<file path="src/rtl/alu_pipe_pkg.sv">
// Shared types for the registered ALU: opcodes, flag bundle, control FSM states.
// Latency: n/a (types and constants only).
// Backpressure: n/a.
package alu_pkg;

  localparam int OP_W = 4;

  typedef enum logic [OP_W-1:0] {
    OP_ZERO  = 4'd0,
    OP_ADD   = 4'd1,
    OP_SUB   = 4'd2,
    OP_PASSA = 4'd3,
    OP_XOR   = 4'd4,
    OP_OR    = 4'd5,
    OP_AND   = 4'd6,
    OP_INC   = 4'd7,
    OP_MUL   = 4'd8
  } alu_op_e;

  typedef struct packed {
    logic v;
    logic c;
    logic n;
    logic z;
  } alu_flags_t;

  typedef enum logic [1:0] {
    IDLE     = 2'd0,
    MUL_BUSY = 2'd1,
    MUL_DONE = 2'd2
  } alu_state_e;

endpackage

</file>
<file path="src/rtl/alu_pipe_if.sv">
// Operand/result handshake bundle between control unit, ALU and write-back.
// Latency: n/a (wiring only).
// Backpressure: valid/ready on both the operand side and the result side.
interface alu_pipe_if #(parameter int WIDTH = 16);
  import alu_pkg::*;

  logic             in_valid;
  logic             in_ready;
  logic [WIDTH-1:0] in_a;
  logic [WIDTH-1:0] in_b;
  logic [OP_W-1:0]  in_op;
  logic             out_valid;
  logic             out_ready;
  logic [WIDTH-1:0] out_q;
  alu_flags_t       out_flags;
  logic             out_err;

  // Producer of operands / consumer of results
  modport master (
    output in_valid, in_a, in_b, in_op, out_ready,
    input  in_ready, out_valid, out_q, out_flags, out_err
  );

  // The ALU itself
  modport slave (
    input  in_valid, in_a, in_b, in_op, out_ready,
    output in_ready, out_valid, out_q, out_flags, out_err
  );

endinterface

</file>
<file path="src/rtl/alu_pipe_mul_seq.sv">
// Shift-add multiplier returning the low WIDTH bits of a*b, one partial product per clock.
// Latency: WIDTH clocks after i_start; o_done is high in the cycle of the final iteration.
// Backpressure: none; o_p holds the product until the next i_start.
module alu_mul_seq #(
  parameter int WIDTH = 16
) (
  input  logic             clk,
  input  logic             rst_n,
  input  logic             i_start,
  input  logic [WIDTH-1:0] i_a,
  input  logic [WIDTH-1:0] i_b,
  output logic             o_done,
  output logic [WIDTH-1:0] o_p
);

  localparam int CW = $clog2(WIDTH + 1);

  logic [WIDTH-1:0] r_mcand;
  logic [WIDTH-1:0] r_mplier;
  logic [WIDTH-1:0] r_acc;
  logic [CW-1:0]    r_cnt;
  logic             r_busy;

  // o_done flags the edge that retires the last bit, so the product is final right after it
  assign o_done = r_busy && (r_cnt == CW'(1));
  assign o_p    = r_acc;

  // Load operands on start, then add the shifted multiplicand for each set multiplier bit
  always_ff @(posedge clk or negedge rst_n) begin
    if (!rst_n) begin
      r_mcand  <= '0;
      r_mplier <= '0;
      r_acc    <= '0;
      r_cnt    <= '0;
      r_busy   <= 1'b0;
    end else if (i_start) begin
      r_mcand  <= i_a;
      r_mplier <= i_b;
      r_acc    <= '0;
      r_cnt    <= CW'(WIDTH);
      r_busy   <= 1'b1;
    end else if (r_busy) begin
      if (r_mplier[0]) begin
        r_acc <= r_acc + r_mcand;
      end
      r_mcand  <= r_mcand << 1;
      r_mplier <= r_mplier >> 1;
      r_cnt    <= r_cnt - CW'(1);
      if (r_cnt == CW'(1)) begin
        r_busy <= 1'b0;
      end
    end
  end

endmodule

</file>
<file path="src/rtl/alu_pipe.sv">
// Registered ALU with {V,C,N,Z} flags and illegal-op reporting; MUL only when ALU_MUL_EN is defined.
// Latency: 1 clock for single-cycle ops, WIDTH+1 clocks for MUL; 1 beat/clk with out_ready held high.
// Backpressure: result held stable while out_valid && !out_ready; in_ready drops until the slot frees.
module alu_pipe
  import alu_pkg::*;
#(
  parameter int WIDTH = 16
) (
  input  logic       clk,
  input  logic       rst_n,
  alu_pipe_if.slave  bus
);

  alu_state_e       r_state;
  alu_state_e       w_state_nxt;
  logic             r_out_valid;
  logic [WIDTH-1:0] r_out_q;
  alu_flags_t       r_out_flags;
  logic             r_out_err;

  logic             w_out_free;
  logic             w_accept;
  logic             w_load_alu;
  logic [WIDTH-1:0] w_q;
  logic [WIDTH:0]   w_sum;
  alu_flags_t       w_flags;
  logic             w_err;

  // The output slot is free when empty or being drained this cycle
  assign w_out_free   = !r_out_valid || bus.out_ready;
  assign bus.in_ready = (r_state == IDLE) && w_out_free;
  assign w_accept     = bus.in_valid && bus.in_ready;

  assign bus.out_valid = r_out_valid;
  assign bus.out_q     = r_out_q;
  assign bus.out_flags = r_out_flags;
  assign bus.out_err   = r_out_err;

`ifdef ALU_MUL_EN
  logic             w_is_mul;
  logic             w_mul_done;
  logic             w_load_mul;
  logic [WIDTH-1:0] w_prod;

  assign w_is_mul   = (bus.in_op == OP_MUL);
  assign w_load_alu = w_accept && !w_is_mul;
  assign w_load_mul = (r_state == MUL_DONE) && w_out_free;

  alu_mul_seq #(.WIDTH(WIDTH)) u_mul (
    .clk     (clk),
    .rst_n   (rst_n),
    .i_start (w_accept && w_is_mul),
    .i_a     (bus.in_a),
    .i_b     (bus.in_b),
    .o_done  (w_mul_done),
    .o_p     (w_prod)
  );
`else
  assign w_load_alu = w_accept;
`endif

  // Single-cycle datapath and flag generation; unknown opcodes yield q=0, flags=0, err=1
  always_comb begin
    w_q     = '0;
    w_sum   = '0;
    w_flags = '0;
    w_err   = 1'b0;
    case (bus.in_op)
      OP_ZERO:  w_q = '0;
      OP_ADD: begin
        w_sum     = {1'b0, bus.in_a} + {1'b0, bus.in_b};
        w_q       = w_sum[WIDTH-1:0];
        w_flags.c = w_sum[WIDTH];
        w_flags.v = (bus.in_a[WIDTH-1] == bus.in_b[WIDTH-1]) && (w_q[WIDTH-1] != bus.in_a[WIDTH-1]);
      end
      OP_SUB: begin
        // Top bit of the widened difference is the unsigned borrow
        w_sum     = {1'b0, bus.in_a} - {1'b0, bus.in_b};
        w_q       = w_sum[WIDTH-1:0];
        w_flags.c = w_sum[WIDTH];
        w_flags.v = (bus.in_a[WIDTH-1] != bus.in_b[WIDTH-1]) && (w_q[WIDTH-1] != bus.in_a[WIDTH-1]);
      end
      OP_PASSA: w_q = bus.in_a;
      OP_XOR:   w_q = bus.in_a ^ bus.in_b;
      OP_OR:    w_q = bus.in_a | bus.in_b;
      OP_AND:   w_q = bus.in_a & bus.in_b;
      OP_INC: begin
        w_sum     = {1'b0, bus.in_a} + (WIDTH+1)'(1);
        w_q       = w_sum[WIDTH-1:0];
        w_flags.c = w_sum[WIDTH];
        w_flags.v = !bus.in_a[WIDTH-1] && w_q[WIDTH-1];
      end
`ifdef ALU_MUL_EN
      OP_MUL:   w_q = '0;  // result comes from the multiplier, never loaded from here
`endif
      default:  w_err = 1'b1;
    endcase
    if (!w_err) begin
      w_flags.z = (w_q == '0);
      w_flags.n = w_q[WIDTH-1];
    end
  end

  // Control state register
  always_ff @(posedge clk or negedge rst_n) begin
    if (!rst_n) begin
      r_state <= IDLE;
    end else begin
      r_state <= w_state_nxt;
    end
  end

  // Next state: wait out the multiplier, then wait for a free output slot
  always_comb begin
    w_state_nxt = r_state;
    case (r_state)
`ifdef ALU_MUL_EN
      IDLE:     if (w_accept && w_is_mul) w_state_nxt = MUL_BUSY;
      MUL_BUSY: if (w_mul_done)           w_state_nxt = MUL_DONE;
      MUL_DONE: if (w_out_free)           w_state_nxt = IDLE;
`endif
      default:  w_state_nxt = IDLE;
    endcase
  end

  // Output register: load a new result, otherwise drop valid once the consumer takes it
  always_ff @(posedge clk or negedge rst_n) begin
    if (!rst_n) begin
      r_out_valid <= 1'b0;
      r_out_q     <= '0;
      r_out_flags <= '0;
      r_out_err   <= 1'b0;
    end else if (w_load_alu) begin
      r_out_valid <= 1'b1;
      r_out_q     <= w_q;
      r_out_flags <= w_flags;
      r_out_err   <= w_err;
    end
`ifdef ALU_MUL_EN
    else if (w_load_mul) begin
      r_out_valid <= 1'b1;
      r_out_q     <= w_prod;
      r_out_flags <= {2'b00, w_prod[WIDTH-1], (w_prod == '0)};
      r_out_err   <= 1'b0;
    end
`endif
    else if (bus.out_ready) begin
      r_out_valid <= 1'b0;
    end
  end

endmodule
</file>
<file path="src/flat_wrapper.sv">
// flat-port wrapper written by rule: the top's interface ports become plain ports
module alu_pipe_flat import alu_pkg::*;
#(
  parameter int WIDTH = 16
)
  (clk, rst_n, bus_in_valid, bus_in_a, bus_in_b, bus_in_op, bus_out_ready, bus_in_ready, bus_out_valid, bus_out_q, bus_out_flags, bus_out_err);
  alu_pipe_if #(.WIDTH(WIDTH)) bus_i ();
  input  logic clk;
  input  logic rst_n;
  input wire logic [$bits(bus_i.in_valid)-1:0] bus_in_valid;
  input wire logic [$bits(bus_i.in_a)-1:0] bus_in_a;
  input wire logic [$bits(bus_i.in_b)-1:0] bus_in_b;
  input wire logic [$bits(bus_i.in_op)-1:0] bus_in_op;
  input wire logic [$bits(bus_i.out_ready)-1:0] bus_out_ready;
  output wire logic [$bits(bus_i.in_ready)-1:0] bus_in_ready;
  output wire logic [$bits(bus_i.out_valid)-1:0] bus_out_valid;
  output wire logic [$bits(bus_i.out_q)-1:0] bus_out_q;
  output wire logic [$bits(bus_i.out_flags)-1:0] bus_out_flags;
  output wire logic [$bits(bus_i.out_err)-1:0] bus_out_err;
  assign bus_i.in_valid = bus_in_valid;
  assign bus_i.in_a = bus_in_a;
  assign bus_i.in_b = bus_in_b;
  assign bus_i.in_op = bus_in_op;
  assign bus_i.out_ready = bus_out_ready;
  assign bus_in_ready = bus_i.in_ready;
  assign bus_out_valid = bus_i.out_valid;
  assign bus_out_q = bus_i.out_q;
  assign bus_out_flags = bus_i.out_flags;
  assign bus_out_err = bus_i.out_err;
  alu_pipe #(.WIDTH(WIDTH)) u_core (.clk(clk), .rst_n(rst_n), .bus(bus_i));
endmodule
</file>
<file path="config.mk">
export PLATFORM = sky130hd
export DESIGN_NAME = alu_pipe_flat
export DESIGN_NICKNAME = d
export VERILOG_FILES = /design/src/rtl/alu_pipe_pkg.sv /design/src/rtl/alu_pipe_if.sv /design/src/rtl/alu_pipe_mul_seq.sv /design/src/rtl/alu_pipe.sv /design/src/flat_wrapper.sv
export SDC_FILE = /design/constraint.sdc
export NUM_CORES = 1
export LEC_CHECK = 0
export CORE_UTILIZATION = 35
export CTS_BUF_LIST = sky130_fd_sc_hd__clkbuf_8
export DETAILED_ROUTE_END_ITERATION = 10
export GPL_ROUTABILITY_DRIVEN = 0
export PLACE_DENSITY = 0.66
export SYNTH_ARGS = -nofsm -noshare
export SYNTH_HDL_FRONTEND = slang
export SYNTH_HIERARCHICAL = 1
export SYNTH_SLANG_ARGS = --single-unit
</file>
<file path="constraint.sdc">
create_clock -name clk -period 3.1 [get_ports clk]
set_input_delay 0.465 -clock clk [delete_from_list [all_inputs] [get_ports clk]]
set_output_delay 0.465 -clock clk [all_outputs]
set_load 0.02 [all_outputs]
</file>
After elaboration in Yosys (flattened, before gate mapping)
Index checks and enable logic that the tools add are counted.
{"block": "totals", "elab_cells": 41, "out_inout_bits": 23, "input_bits": 40, "register_bits": 22}
{"block": "op_classes", "addsub": 3, "n_reduce_logical": 11, "mux": 6, "bitwise_logic": 3, "eq_ne": 11}
{"operator": "case mux 16 bit (7 select lines)", "count": 1}
{"operator": "adder 16 x 1 -> 17 bit, second input constant", "count": 1}
{"operator": "adder 16 x 16 -> 17 bit", "count": 1}
{"operator": "subtractor 16 x 16 -> 17 bit", "count": 1}
{"operator": "AND 16 bit", "count": 1}
{"operator": "equality test 4 x 3 -> 1 bit, second input constant", "count": 4}
{"operator": "zero test 16 bit", "count": 1}
{"operator": "OR 16 bit", "count": 1}
{"operator": "XOR 16 bit", "count": 1}
{"operator": "equality test 4 x 2 -> 1 bit, second input constant", "count": 2}
{"operator": "OR reduction 8 bit", "count": 1}
{"operator": "case mux 2 bit (3 select lines)", "count": 1}
{"operator": "equality test 4 x 1 -> 1 bit, second input constant", "count": 1}
{"operator": "logical AND 1 bit", "count": 4}
{"operator": "zero test 4 bit", "count": 1}
{"operator": "2-to-1 mux 1 bit", "count": 3}
{"operator": "!= test 1 bit", "count": 3}
{"operator": "zero test 1 bit", "count": 2}
{"operator": "2-to-1 mux 2 bit", "count": 1}
{"operator": "nonzero test 2 bit", "count": 1}
{"operator": "equality test 1 bit", "count": 1}
{"operator": "logical OR 1 bit", "count": 1}

Depth between registers and ports, before layout
{"block": "depth", "depth_word": 4, "ltp_mapped": 13, "ltp_nobuf": 12}

Worst setup path before layout
No wires, ideal clock.
{"block": "synth_path", "path_type": "input -> register", "start": "input bus_in_a[0]", "end": "register u_core.r_out_flags, in the netlist u_core/bus.out_flags[0]", "stages": 12, "required_ns": 2.997, "setup_ns": 0.103, "arrival_time_ns": 3.040, "setup_slack_ns": -0.043, "path_buffers": 0, "cell_sequence": "ha_1 -> inv_1 -> fa_1 -> nand2b_1 -> a211oi_1 -> nor3_1 -> nor2_1 -> nor4_1 -> or4_1 -> o31ai_1 -> nand4_1 -> o41ai_2"}
{"block": "synth_between", "elab_chain_len": 4, "word_cells_on_any_way": 9, "classes_between": "add/sub: 3; mux: 2; bitwise: 3; reduce/logical: 1"}
{"item": "from (decl)", "line": "flat_wrapper.sv:11", "rtl": "input wire logic [$bits(bus_i.in_a)-1:0] bus_in_a;"}
{"item": "adder 16 x 1 -> 17 bit, or another cell as far along", "line": "alu_pipe.sv:88", "rtl": "w_sum = {1'b0, bus.in_a} + (WIDTH+1)'(1);"}
{"item": "case mux 16 bit (7 select lines) *", "line": "alu_pipe.sv:68", "rtl": "case (bus.in_op)"}
{"item": "zero test 16 bit *", "line": "alu_pipe.sv:99", "rtl": "w_flags.z = (w_q == '0);"}
{"item": "2-to-1 mux 2 bit *", "line": "alu_pipe.sv:98", "rtl": "if (!w_err) begin"}
{"item": "to (signal assigned)", "line": "alu_pipe.sv:136", "rtl": "r_out_flags <= w_flags;"}
{"item": "to (decl)", "line": "alu_pipe.sv:18", "rtl": "alu_flags_t r_out_flags;"}
Every way passes the cells marked *; elsewhere a longest branch is shown, timed or not.
A chain may end at the register's enable or synchronous reset.

Worst setup path in the final report
{"block": "layout_path", "start": "input bus_in_op[1]", "end": "register u_core.r_out_flags, in the netlist u_core/bus.out_flags[0]"}
{"block": "layout_between", "elab_chain_len": 4, "word_cells_on_any_way": 12, "classes_between": "eq/ne: 7; mux: 2; reduce/logical: 3"}
{"item": "from (decl)", "line": "flat_wrapper.sv:13", "rtl": "input wire logic [$bits(bus_i.in_op)-1:0] bus_in_op;"}
{"item": "equality test 4 x 3 -> 1 bit, or another cell as far along", "line": "alu_pipe.sv:68"}
{"item": "case mux 16 bit (7 select lines)", "line": "alu_pipe.sv:68"}
{"item": "zero test 16 bit", "line": "alu_pipe.sv:99"}
{"item": "2-to-1 mux 2 bit *", "line": "alu_pipe.sv:98"}
Marks and branches as above.

==> results.cfg <==
[worst_setup_path]
slowest_stage = clkdlybuf4s50_1
critPathRequiredTime_ns = 3.26
path_cells = clkdlybuf4s50_1 -> buf_4 -> nand2b_1 -> o21ai_0 -> a22o_1 -> a222oi_1 -> nand3_1 -> nor4_1 -> and4_1 -> nand4_1 -> o41ai_2
critical-path-top-delay-family = simple AND/OR/NAND/NOR gates
critPathBufInv = 2
path_class = in -> reg
cp_max_fo = 9
slowest_delay_ns = 0.63
end_kind = flop
start_kind = input pin
arrival_ns = 3.27

[yosys]
yosysSeqAreaShare_pct = 14.09
synth_edf_count = 0
yosysUniqueCellTypes = 68
yosys-top-cells-count = ha_1, inv_1, nand2_1
yosys.area.top_type = ha_1
yosys_warnings = 6
synthTopCellsByArea = ha_1, dfrtp_1, inv_1
synth_ff_type = dfrtp_1
synth_area_sq_um = 3906
yosysMostFrequentCell = ha_1
ys_ff_latch = 22
synth_top_area_share_pct = 16.66
async_flop_share_pct = 100.0
syn-num-nets = 622
postSynthCellCount = 528
syn_area_per_cell_sq_um = 7.398

[grt]
track_usage_pct = 26.51
grt.overflow.total = 0
antenna_found_initial = 0
grt_max_degree = 32
grt_first_pass_wirelength_microns = 24470
first_global_vias = 4980

[sta]
slew_violations = 0
finalCritPeriodShare_pct = 100.4
worstMarginPinSlew_ns = 0.9336
finalCriticalPeriod_ns = 3.111
rsz0062_at_grt = true
relSlewSlack_pct = 37.56
finalWorstSetupSlack_ns = -0.01118
max_freq_mhz = 321.4
report.final.hold_viol_count = 0
fin_skew_ns = 0.0007630
finalSetupViolations = 1

[die]
die_y_microns = 107.6
io_pins = 63
die_area_sq_um = 11590
coreArea_sq_um = 10840
die_w_microns = 107.6
initial_core_util_pct = 36.03
rows = 38

[power_and_ir_drop]
ir_worst_vdd_mv = 0.2647
power.leakage_nw = 2.908
powerDensity_nw_per_um2 = 259.9

[clock_network]
cts_sinks = 22
insertion_delay_ns = 0.26
clockBufferDepth = 2
root_buffer = clkbuf_8
cts-buffers-inserted = 3
htree_levels = 1
clk_pin_slew_ns = 0.07
ctsHoldBuffers = 0
cts_tree = done

[final_layout]
fin_nets = 839
num_antenna_cells = 0
final_util_pct = 59.01
fillCellCount = 977
drive_gt1_share_pct = 36.42
seq_area_sq_um = 550.5
postLayoutCellArea_sq_um = 6397
area_delta_synth_final_pct = 63.77
multiInputGateArea_sq_um = 3483
fin_cells = 884

[route]
vias = 5015
via_per_inst = 5.673
wirelength_microns = 15120
drc = 0
post_drt_wl_per_cell_microns = 17.11
drt_iter0_drc = 477
antenna_left = 0
drt-pass1-iter-count = 5

[run_status]
violations = setup timing
status = complete, but fails checks

[place]
io_buffers = 62
dpl.hpwl_microns = 11690
placedCellCount = 870
place_area_sq_um = 5858
post-place-ws_ns = -0.8660

[flow_run]
cap_viol_max_count = 0

[hold_path]
hold_class = reg -> reg
-- metrics by stage --
step                hold slack (ns)  setup TNS (ns)  power, mW
global route                 0.5124        -0.09885      1.770
floorplan                    0.1694               0     0.8280
detailed placement           0.4707          -7.402      1.322
finish                       0.4855        -0.01118      1.663
global placement             0.4604          -6.409      1.302
CTS                          0.4926               0      1.613
-- cell usage in the layout (no fill, tap or decap), drive strengths merged, types with 3 or more instances in the layout --
cell type | synthesis | final
mux2 | 3 | 3
o21ai | 37 | 37
buf | 8 | 181
nor4 | 4 | 4
nor3 | 14 | 14
a211oi | 9 | 9
or4 | 4 | 4
o22ai | 6 | 6
nand2b | 12 | 12
mux2i | 9 | 9
a21o | 4 | 4
nor2 | 41 | 41
a211o | 3 | 3
and2 | 4 | 4
or3 | 5 | 5
ha | 52 | 52
o31ai | 7 | 7
clkbuf | 22 | 6
a21oi | 27 | 27
dfrtp | 22 | 22
nand2 | 48 | 48
xnor2 | 18 | 18
o221ai | 14 | 14
nor2b | 9 | 9
clkdlybuf4s50 | 0 | 46
nand4 | 7 | 7
o211ai | 9 | 9
a22o | 3 | 3
a31oi | 3 | 3
a221o | 5 | 5
dlygate4sd2 | 0 | 12
o41ai | 3 | 3
o21bai | 5 | 5
nand3 | 15 | 15
a22oi | 9 | 9
inv | 50 | 50
-- worst min-delay path: cells and delay by family (launching register included) --
kind	cells	cell delay [ns]
DFF	1	0.34
and+or+nand+nor	2	0.12
-- state kept, by name, summed over array words and instances, names as in the netlist --
name                  flops
u_core/bus.out_flags      4
u_core/bus.out_err        1
u_core/bus.out_valid      1
u_core/bus.out_q         16
-- final timing paths --
kind                                            to  cells after the start  slack, ns                  from
setup / recovery           u_core/bus.out_flags[0]                     11      -0.01          bus_in_op[1]
hold / removal                 u_core/bus.out_q[5]                      2       0.49   u_core/bus.out_q[5]
setup reg to reg           u_core/bus.out_flags[2]                      5       1.61  u_core/bus.out_valid
hold reg to reg                u_core/bus.out_q[5]                      2       0.49   u_core/bus.out_q[5]
max in group asynchronous     u_core/bus.out_q[11]                      1       1.81                 rst_n
min in group asynchronous      u_core/bus.out_q[4]                      1       0.73                 rst_n
-- what timing repair did --
item	in CTS	in global routing
gates resized for setup	80	30
buffers inserted	11	0
pin swaps	37	15
setup endpoints to repair	11	7
-- cell type report --
type | instances | area share (%)
multi-input combinational | 426 | 54.45
tap | 140 | 2.738
clock buffer | 4 | 0.8606
sequential | 22 | 8.606
inverter | 50 | 2.934
timing repair buffer | 242 | 30.41
-- cell families after synthesis --
group,count (synthesis),synth area share [%]
xor+xnor,19,4.260
fa+ha+maj,54,17.68
simple gates,175,22.26
compound gates,166,30.43
flops,22,14.09
buf+inv,80,8.104
mux,12,3.171
-- metal layers --
| layer | part of all wire, % | track usage, % | wire length, microns | vias to the layer above |
|---|---|---|---|---|
| li1 | - | - | - | 2357 |
| met1 | 42 | 34.19 | 6297 | 2347 |
| met2 | 47 | 44.46 | 7066 | 252 |
| met3 | 8.1 | 2.663 | 1218 | 59 |
| met4 | 3.6 | 11.74 | 541 | 0 |
| met5 | 0 | 0 | 0 | - |
-- report_power, final --
part | switching [mW] | total (mW) | internal, mW
sequential | 0.0225 | 0.352 | 0.330
clock | 0.0846 | 0.198 | 0.113
combinational | 0.562 | 1.11 | 0.550
total | 0.669 | 1.66 | 0.993
(Power assumes the default switching activity.)
